<file path="config.mk">
export PLATFORM = sky130hd
export DESIGN_NAME = seven_seg_scanner
export DESIGN_NICKNAME = d
export VERILOG_FILES = /design/src/rtl/seven_seg_scanner.sv
export SDC_FILE = /design/constraint.sdc
export NUM_CORES = 1
export LEC_CHECK = 0
export ABC_AREA = 1
export CORE_MARGIN = 3
export CORE_UTILIZATION = 40
export CTS_BUF_LIST = sky130_fd_sc_hd__clkbuf_8
export CTS_CLUSTER_SIZE = 8
export DETAILED_ROUTE_END_ITERATION = 10
export PLACE_DENSITY = 0.69
export SYNTH_ARGS = -nofsm -noshare
export SYNTH_HDL_FRONTEND = slang
export SYNTH_SLANG_ARGS = --single-unit
</file>
<file path="constraint.sdc">
create_clock -name SevenSeg_clk -period 2.28 [get_ports SevenSeg_clk]
set_clock_uncertainty 0.1 [all_clocks]
set_input_delay 0.456 -clock SevenSeg_clk [delete_from_list [all_inputs] [get_ports SevenSeg_clk]]
set_output_delay 0.456 -clock SevenSeg_clk [all_outputs]
set_load 0.02 [all_outputs]
</file>
<file path="src/rtl/seven_seg_scanner.sv">
// Time-multiplexed two-bank 7-segment scanner with prescaler, leading-zero blanking and blinking.
// Optional decimal-point outputs are enabled by defining SEVEN_SEG_DP_EN.
module seven_seg_scanner #(
  parameter int unsigned NUM_DIGITS   = 4,
  parameter int unsigned SCAN_DIV     = 1,
  parameter int unsigned BLINK_FRAMES = 64
) (
  input  logic                    SevenSeg_clk,
  input  logic                    reset,
  input  logic [4*NUM_DIGITS-1:0] L_digits,
  input  logic [4*NUM_DIGITS-1:0] R_digits,
  input  logic                    L_lzb,
  input  logic                    R_lzb,
  input  logic [NUM_DIGITS-1:0]   L_blink,
  input  logic [NUM_DIGITS-1:0]   R_blink,
`ifdef SEVEN_SEG_DP_EN
  input  logic [NUM_DIGITS-1:0]   L_dp,
  input  logic [NUM_DIGITS-1:0]   R_dp,
  output logic                    L_dp_out,
  output logic                    R_dp_out,
`endif
  output logic [6:0]              L_SevenSegOut,
  output logic [6:0]              R_SevenSegOut,
  output logic [NUM_DIGITS-1:0]   enable,
  output logic                    frame_tick
);

  localparam int unsigned IdxW   = $clog2(NUM_DIGITS);
  localparam int unsigned PscW   = (SCAN_DIV > 1) ? $clog2(SCAN_DIV) : 1;
  localparam int unsigned FrameW = (BLINK_FRAMES > 1) ? $clog2(BLINK_FRAMES) : 1;
  localparam logic [NUM_DIGITS-1:0] OneHot0 = NUM_DIGITS'(1);

  logic [PscW-1:0]       r_presc;
  logic [IdxW-1:0]       r_idx;
  logic [FrameW-1:0]     r_frame_cnt;
  logic                  r_blink_phase;
  logic [NUM_DIGITS-1:0] r_enable;
  logic [6:0]            r_l_seg;
  logic [6:0]            r_r_seg;
  logic                  r_frame_tick;

  logic                  w_slot_tick;
  logic                  w_last_idx;
  logic                  w_wrap;
  logic [IdxW-1:0]       w_next_idx;

  function automatic logic [6:0] decode(input logic [3:0] code);
    logic [6:0] seg;
    case (code)
      4'd0:    seg = 7'h3F;
      4'd1:    seg = 7'h06;
      4'd2:    seg = 7'h5B;
      4'd3:    seg = 7'h4F;
      4'd4:    seg = 7'h66;
      4'd5:    seg = 7'h6D;
      4'd6:    seg = 7'h7D;
      4'd7:    seg = 7'h07;
      4'd8:    seg = 7'h7F;
      4'd9:    seg = 7'h6F;
      default: seg = 7'h00;
    endcase
    return seg;
  endfunction

  // Decode, then leading-zero blanking, then blink blanking.
  function automatic logic [6:0] bank_seg(input logic [4*NUM_DIGITS-1:0] digits,
                                          input logic                    lzb,
                                          input logic [NUM_DIGITS-1:0]   blink,
                                          input logic                    phase,
                                          input logic [IdxW-1:0]         idx);
    logic [6:0] seg;
    logic       upper_nz;
    seg      = decode(digits[4*idx +: 4]);
    upper_nz = 1'b0;
    for (int i = 0; i < int'(NUM_DIGITS); i++) begin
      if (i >= int'(idx) && digits[4*i +: 4] != 4'd0) upper_nz = 1'b1;
    end
    if (lzb && idx != '0 && !upper_nz) seg = 7'h00;
    if (phase && blink[idx]) seg = 7'h00;
    return seg;
  endfunction

  always_comb begin
    w_slot_tick = (r_presc == PscW'(SCAN_DIV - 1));
    w_last_idx  = (r_idx == IdxW'(NUM_DIGITS - 1));
    w_wrap      = w_slot_tick && w_last_idx;
    w_next_idx  = w_last_idx ? '0 : r_idx + IdxW'(1);
  end

`ifdef SEVEN_SEG_DP_EN
  logic r_l_dp;
  logic r_r_dp;

  // Decimal point ignores leading-zero blanking but still blinks.
  always_ff @(posedge SevenSeg_clk) begin
    if (!reset) begin
      r_l_dp <= 1'b0;
      r_r_dp <= 1'b0;
    end else if (w_slot_tick) begin
      r_l_dp <= L_dp[w_next_idx] & ~(r_blink_phase & L_blink[w_next_idx]);
      r_r_dp <= R_dp[w_next_idx] & ~(r_blink_phase & R_blink[w_next_idx]);
    end
  end

  assign L_dp_out = r_l_dp;
  assign R_dp_out = r_r_dp;
`endif

  always_ff @(posedge SevenSeg_clk) begin
    if (!reset) begin
      r_presc       <= '0;
      r_idx         <= '0;
      r_frame_cnt   <= '0;
      r_blink_phase <= 1'b0;
      r_enable      <= '0;
      r_l_seg       <= 7'h00;
      r_r_seg       <= 7'h00;
      r_frame_tick  <= 1'b0;
    end else begin
      r_presc      <= w_slot_tick ? '0 : r_presc + PscW'(1);
      r_frame_tick <= w_wrap;
      if (w_slot_tick) begin
        r_idx    <= w_next_idx;
        r_enable <= OneHot0 << w_next_idx;
        r_l_seg  <= bank_seg(L_digits, L_lzb, L_blink, r_blink_phase, w_next_idx);
        r_r_seg  <= bank_seg(R_digits, R_lzb, R_blink, r_blink_phase, w_next_idx);
      end
      if (w_wrap) begin
        if (r_frame_cnt == FrameW'(BLINK_FRAMES - 1)) begin
          r_frame_cnt   <= '0;
          r_blink_phase <= ~r_blink_phase;
        end else begin
          r_frame_cnt <= r_frame_cnt + FrameW'(1);
        end
      end
    end
  end

  assign L_SevenSegOut = r_l_seg;
  assign R_SevenSegOut = r_r_seg;
  assign enable        = r_enable;
  assign frame_tick    = r_frame_tick;

endmodule

</file>
; Yosys cells after proc, flatten, opt, wreduce, memory -nomap -nowiden
; Memory sizes are Yosys's and may differ from the RTL's.
; Index checks and enable logic that the tools add are counted.
[classes]
shift = 3
n_addsub = 3
n_mux = 22
n_bitwise = 2
order_cmp = 4
eq_ne = 2
reduce_logical = 26
[ops]
columns = cell, count
row1 = $reduce_bool A4 Y1, 8
row2 = $shiftx A16 B5 Y4, 2
row3 = $mux W7, 4
row4 = $mux W1, 14
row5 = $logic_and A1 B1 Y1, 13
row6 = $add A6 B1 Y6 const B, 1
row7 = $eq A6 B6 Y1 const B, 1
row8 = $mux W6, 1
row9 = $bmux W1 S2, 2
row10 = $ge A1 B2 Y1 const A, 2
row11 = $reduce_and A2 Y1, 2
row12 = $shl A1 B2 Y4 const A, 1
row13 = $lt A2 B3 Y1 const B, 1
row14 = $add A2 B1 Y2 const B, 1
row15 = $eq A2 B2 Y1 const B, 1
row16 = $ge A2 B2 Y1 const A, 1
row17 = $logic_not A1 Y1, 2
row18 = $mux W2, 1
row19 = $not A1 Y1, 2
row20 = $reduce_bool A2 Y1, 1
row21 = $add A1 B1 Y1 const B, 1
[totals]
output_inout_bits = 19
in_bits = 44
regBits = 29
mem_count = 2
rom_bits = 224
word_cells = 72
[mem_list]
columns = memory, words, word_bits, read_ports, rd_clocked_by_memory_dff, write_ports, line
row1 = (no name shown), 16, 7, 1, 0, 0, 49  ; case (code)
row2 = (no name shown), 16, 7, 1, 0, 0, 49

; Depth between registers and ports, before layout
[depth]
word_depth = 14
ltp_mapped = 14
mapped_depth_nobuf = 13

; Worst setup path before layout
; Ideal clock, no wire load.
[synth_path]
path_type = register to register
start = reg r_idx[0]
end = reg r_l_seg[6] (netlist: L_SevenSegOut[6])
setup_slack_ns = 0.056
synth_period_minus_slack_ns = 2.224
required_ns = 2.110
n_path_buf = 1
setup_ns = 0.070
arrival_time_ns = 2.054
path_stages_with_launch = 14
cell_sequence = dfxtp_1 > inv_2 > ha_1 > inv_2 > buf_2 > nand3_1 > nand2_1 > inv_1 > ha_1 > inv_1 > nand3_1 > nand3_1 > nand3_1 > a21oi_1
[synth_via]
elab_chain_len = 14
elab_cells_between_ends = 26
cone_classes = 1 x add/sub / 3 x order compare / 1 x eq/ne / 1 x shift / 11 x mux / 8 x reduce/logical / 1 x memory
[synth_lines]
columns = element, line
row1 = "start, declared", 34  ; logic [IdxW-1:0] r_idx;
row2 = "start signal, assigned", 123  ; r_idx <= w_next_idx;
row3 = $add A2 B1 Y2 or $eq A2 B2 Y1 (tied branches), "87, 85"
row4 = $mux W2 (*), 87  ; w_next_idx = w_last_idx ? '0 : r_idx + IdxW'(1);
row5 = net w_next_idx[1], 45  ; logic [IdxW-1:0] w_next_idx;
row6 = $ge A1 B2 Y1, 76  ; if (i >= int'(idx) && digits[4*i +: 4] != 4'd0) upper_nz = 1'b1;
row7 = $logic_and A1 B1 Y1, 76
row8 = $mux W1 (4 in series), 76
row9 = $mux W1, 122  ; if (w_slot_tick) begin
row10 = $mux W1, 110  ; if (!reset) begin
row11 = $logic_not A1 Y1, 78  ; if (lzb && idx != '0 && !upper_nz) seg = 7'h00;
row12 = $logic_and A1 B1 Y1, 78
row13 = $mux W7, 78
row14 = $mux W7 (*), 79  ; if (phase && blink[idx]) seg = 7'h00;
row15 = "end signal, assigned", 125  ; r_l_seg <= bank_seg(L_digits, L_lzb, L_blink, r_blink_phase, w_next_idx);
row16 = "end, declared", 38  ; logic [6:0] r_l_seg;
; Mark *: on every way through the listed nets, which the timed path passes. The rest lies on a longest branch. The select of a mux whose other input is x is not followed.
; A chain may end at the register's enable or synchronous reset.

; Worst setup path after layout
[layout_path]
start = reg r_idx[1]
end = reg r_r_seg[3] (netlist: R_SevenSegOut[3])
[layout_via]
elab_chain_len = 14
elab_cells_between_ends = 26
cone_classes = 1 x add/sub / 3 x order compare / 1 x eq/ne / 1 x shift / 11 x mux / 8 x reduce/logical / 1 x memory
[layout_lines]
columns = element, line
row1 = $add A2 B1 Y2 or $eq A2 B2 Y1 (tied branches), "87, 85"
row2 = $mux W2 (*), 87
row3 = $ge A1 B2 Y1, 76
row4 = $logic_and A1 B1 Y1, 76
row5 = $mux W1 (4 in series), 76
row6 = $mux W1, 122
row7 = $mux W1, 110
row8 = $logic_not A1 Y1, 78
row9 = $logic_and A1 B1 Y1, 78
row10 = $mux W7, 78
row11 = $mux W7 (*), 79
row12 = "end signal, assigned", 126  ; r_r_seg <= bank_seg(R_digits, R_lzb, R_blink, r_blink_phase, w_next_idx);
row13 = "end, declared", 39  ; logic [6:0] r_r_seg;
; Every way passes the cells marked *; elsewhere a longest branch is shown, timed or not. The select of a mux whose other input is x is not followed.

==> flow_summary_export.csv <==
group,metric,value,unit
outcome,status,"completed",
critical_path,rr_endpoint,"R_SevenSegOut[3]",
yosys,synth_compound_area_share,7.38,%
floorplanning,rows,26,
final_layout,finalNonFillerCells,487,
yosys,yosysTopAreaCellShare,26.5,%
yosys,synth-async-reset-ratio,0,%
yosys,yosysTopAreaCell,"dfxtp_1",
global_routing,grt_antenna_before_repair,0,
sta,setup_ws,0.161,ns
sta,fmax,472,MHz
clock_network,clk_latency,0.29,ns
yosys,synth_ff_type,"dfxtp_1",
final_layout,fin_util,59.1,%
clock_network,cts_hold_buf,0,
power,irDropWorstVdd,0.413,mV
floorplanning,start_util,42.0,%
worst_hold_path,hold_path.class,"reg -> reg",
yosys,syn_inst,341,
routing,wl,5800,um
floorplanning,pin_count,63,
floorplanning,die_h,80.0,um
yosys,synthesis.nets,402,
placement,hpwl,4590,um
power,power_leakage,1.43,nW
final_layout,final_cell_area,0.00308,mm2
yosys,synth_edf_count,0,
final_layout,area_growth,40.5,%
critical_path,reg2reg_depth,11,
yosys,synth.yosys.seq_area_share,26.5,%
yosys,synth_xor_area_share,1.20,%
yosys,synth_cell_types,30,
critical_path,r2r-start,"r_idx[1]",
yosys,synth_seq_cells,29,
flow_run,maxCapViolations,0,
clock_network,cts_tree,"done",
critical_path,reg2reg_slack,0.16,ns
placement,gp_congestion,0.858,
worst_hold_path,hold_end,"L_SevenSegOut[0]",
placement,placed_cells,476,
final_layout,layout.nets,477,
yosys,synth_area_leaders,"dfxtp_1 (27%), nand2_1 (15%), nand3_1 (14%)",
routing,drc,0,
yosys,synthAdderAreaFrac,9.72,%
routing,vias_per_cell,4.71,
placement,io_buffers,62,
global_routing,grt_pass1_wl,10000,um
critical_path,crit_arrival,2.24,ns
critical_path,cp.required,2.40,ns
floorplanning,dieArea,0.00639,mm2
yosys,synthMuxAreaShare,0,%
sta,drv_slew,0,
critical_path,critical_path_class,"reg -> reg",
yosys,synthSimpleGateAreaFrac,43.8,%
clock_network,htreeDepth,2,
sta,whs,0.359,ns
power,power_density,589,mW/mm2
yosys,synth.cell_area,0.00219,mm2
routing,vias,2292,
final_layout,diodes,0,
global_routing,track_usage,19.8,%
sta,tns,0,ns
sta,fin_crit,2.12,ns
routing,ant_nets,0,
sta,period_share,92.9,%
clock_network,clk_pin_slew,0.07,ns
routing,wl_per_cell,11.9,um
critical_path,crit_path_max_fanout,20,
global_routing,grt_start_max_net_pins,21,
floorplanning,design.core.area,0.00520,mm2
sta,rsz0062_at_grt,"false",
floorplanning,die_w,80.0,um
placement,place_ws,-0.0577,ns
critical_path,cp-end-kind,"flip-flop",
global_routing,grt_overflow,0,
global_routing,first_global_vias,2187,
clock_network,clockBufferDepth,2,
worst_hold_path,holdPathStages,2,
clock_network,root_buffer,"clkbuf_8",
routing,dr.pass1.iters,4,
worst_hold_path,hold_start,"L_SevenSegOut[0]",
yosys,ys_warn_count,0,
critical_path,cp-start-kind,"flip-flop",
clock_network,cts_buffers,5,
sta,hold_violations,0,
sta,setup_viol,0,
placement,dpl_cell_area,0.00292,mm2
routing,drt_iter0_markers,96,
final_layout,final_cell_mix,"nand2_1 (88), nand3_1 (62), clkdlybuf4s50_1 (62)",
yosys,synth_top_family_by_area,"simple AND/OR/NAND/NOR gates",
final_layout,layout_commonest_cell,"nand2_1",
power,p_total,1.81,mW
yosys,syn_area_per_cell,6.42,um2
clock_network,clock_sinks,29,
final_layout,drive_above_1_share,12.7,%
cells in the mapped netlist, drive strengths merged (2+ instances only):
master    n
nor2     31
buf       6
xnor2     2
inv      47
dfxtp    29
nor3b     2
o21ai     9
clkbuf    3
ha       17
nand2   102
a21oi    21
nor3      2
nand3    65
worst max-delay path: stages, from the launching register on:
cell	delay [ns]
dfxtp_1	0.38
ha_2	0.27
inv_2	0.10
nand2_8	0.15
nand2_1	0.07
nand3_1	0.12
nand2_2	0.11
ha_1	0.30
nand3b_1	0.18
nand3_1	0.08
nand3_1	0.07
a21oi_1	0.12
power by group:
group | total (mW) | switching [mW] | internal (mW)
combinational | 0.807 | 0.449 | 0.358
clock | 0.421 | 0.211 | 0.210
sequential | 0.582 | 0.0287 | 0.554
total | 1.81 | 0.689 | 1.12
logic make-up (layout without fill, tap and decap cells):
| kind of cell | Yosys count | in the layout |
|---|---|---|
| adders and majority gates | 17 | 17 |
| and+or+nand+nor | 204 | 204 |
| other | 1 | 1 |
| AOI/OAI and AO/OA | 30 | 30 |
| buffers and inverters | 57 | 133 |
| xor gates and xnor gates | 3 | 3 |
| DFF | 29 | 29 |
registers in the layout (all words and copies together), names as in the netlist:
| register | count |
|---|---|
| L_SevenSegOut | 7 |
| R_SevenSegOut | 7 |
| r_frame_cnt | 6 |
| enable | 4 |
| r_idx | 2 |
| frame_tick | 1 |
| r_blink_phase | 1 |
| r_presc | 1 |
how the worst max path moves through the flow:
stage | from | end | slack (ns) | cells after the start
after detailed placement | r_idx[0] | R_SevenSegOut[3] | -0.06 | 11
after floorplan | r_idx[0] | L_SevenSegOut[6] | 0.06 | 13
after global routing | r_idx[1] | R_SevenSegOut[3] | 0.004 | 11
final | r_idx[1] | R_SevenSegOut[3] | 0.16 | 11
after CTS | r_idx[0] | R_SevenSegOut[3] | 0.01 | 10
after global placement | r_idx[0] | R_SevenSegOut[3] | -0.04 | 11
what timing repair did:
item	in CTS	in global routing
pin swaps	0	1
gates resized for setup	2	6
endpoints found under the hold margin	0	0
setup buffers	0	3
endpoints found under the setup margin	4	13
area by class of cell:
class                           count  area, um2
Fill cell                         527       2130
Multi-Input combinational cell    255       1390
Timing Repair Buffer               77        746
Sequential cell                    29        582
Inverter                           48        183
Tap cell                           70       87.6
Clock buffer                        5       68.8
Clock inverter                      3       17.5
per-layer routing:
layer	wire, um	track usage, %	part of all wire, %	vias to the layer above
met2	2790	32.6	48	47
li1	-	-	-	1229
met5	0	0	0	-
met3	277	4.97	4.8	4
met1	2680	24.8	46	1012
met4	49	6.93	0.84	0
(Power assumes the default switching activity.)
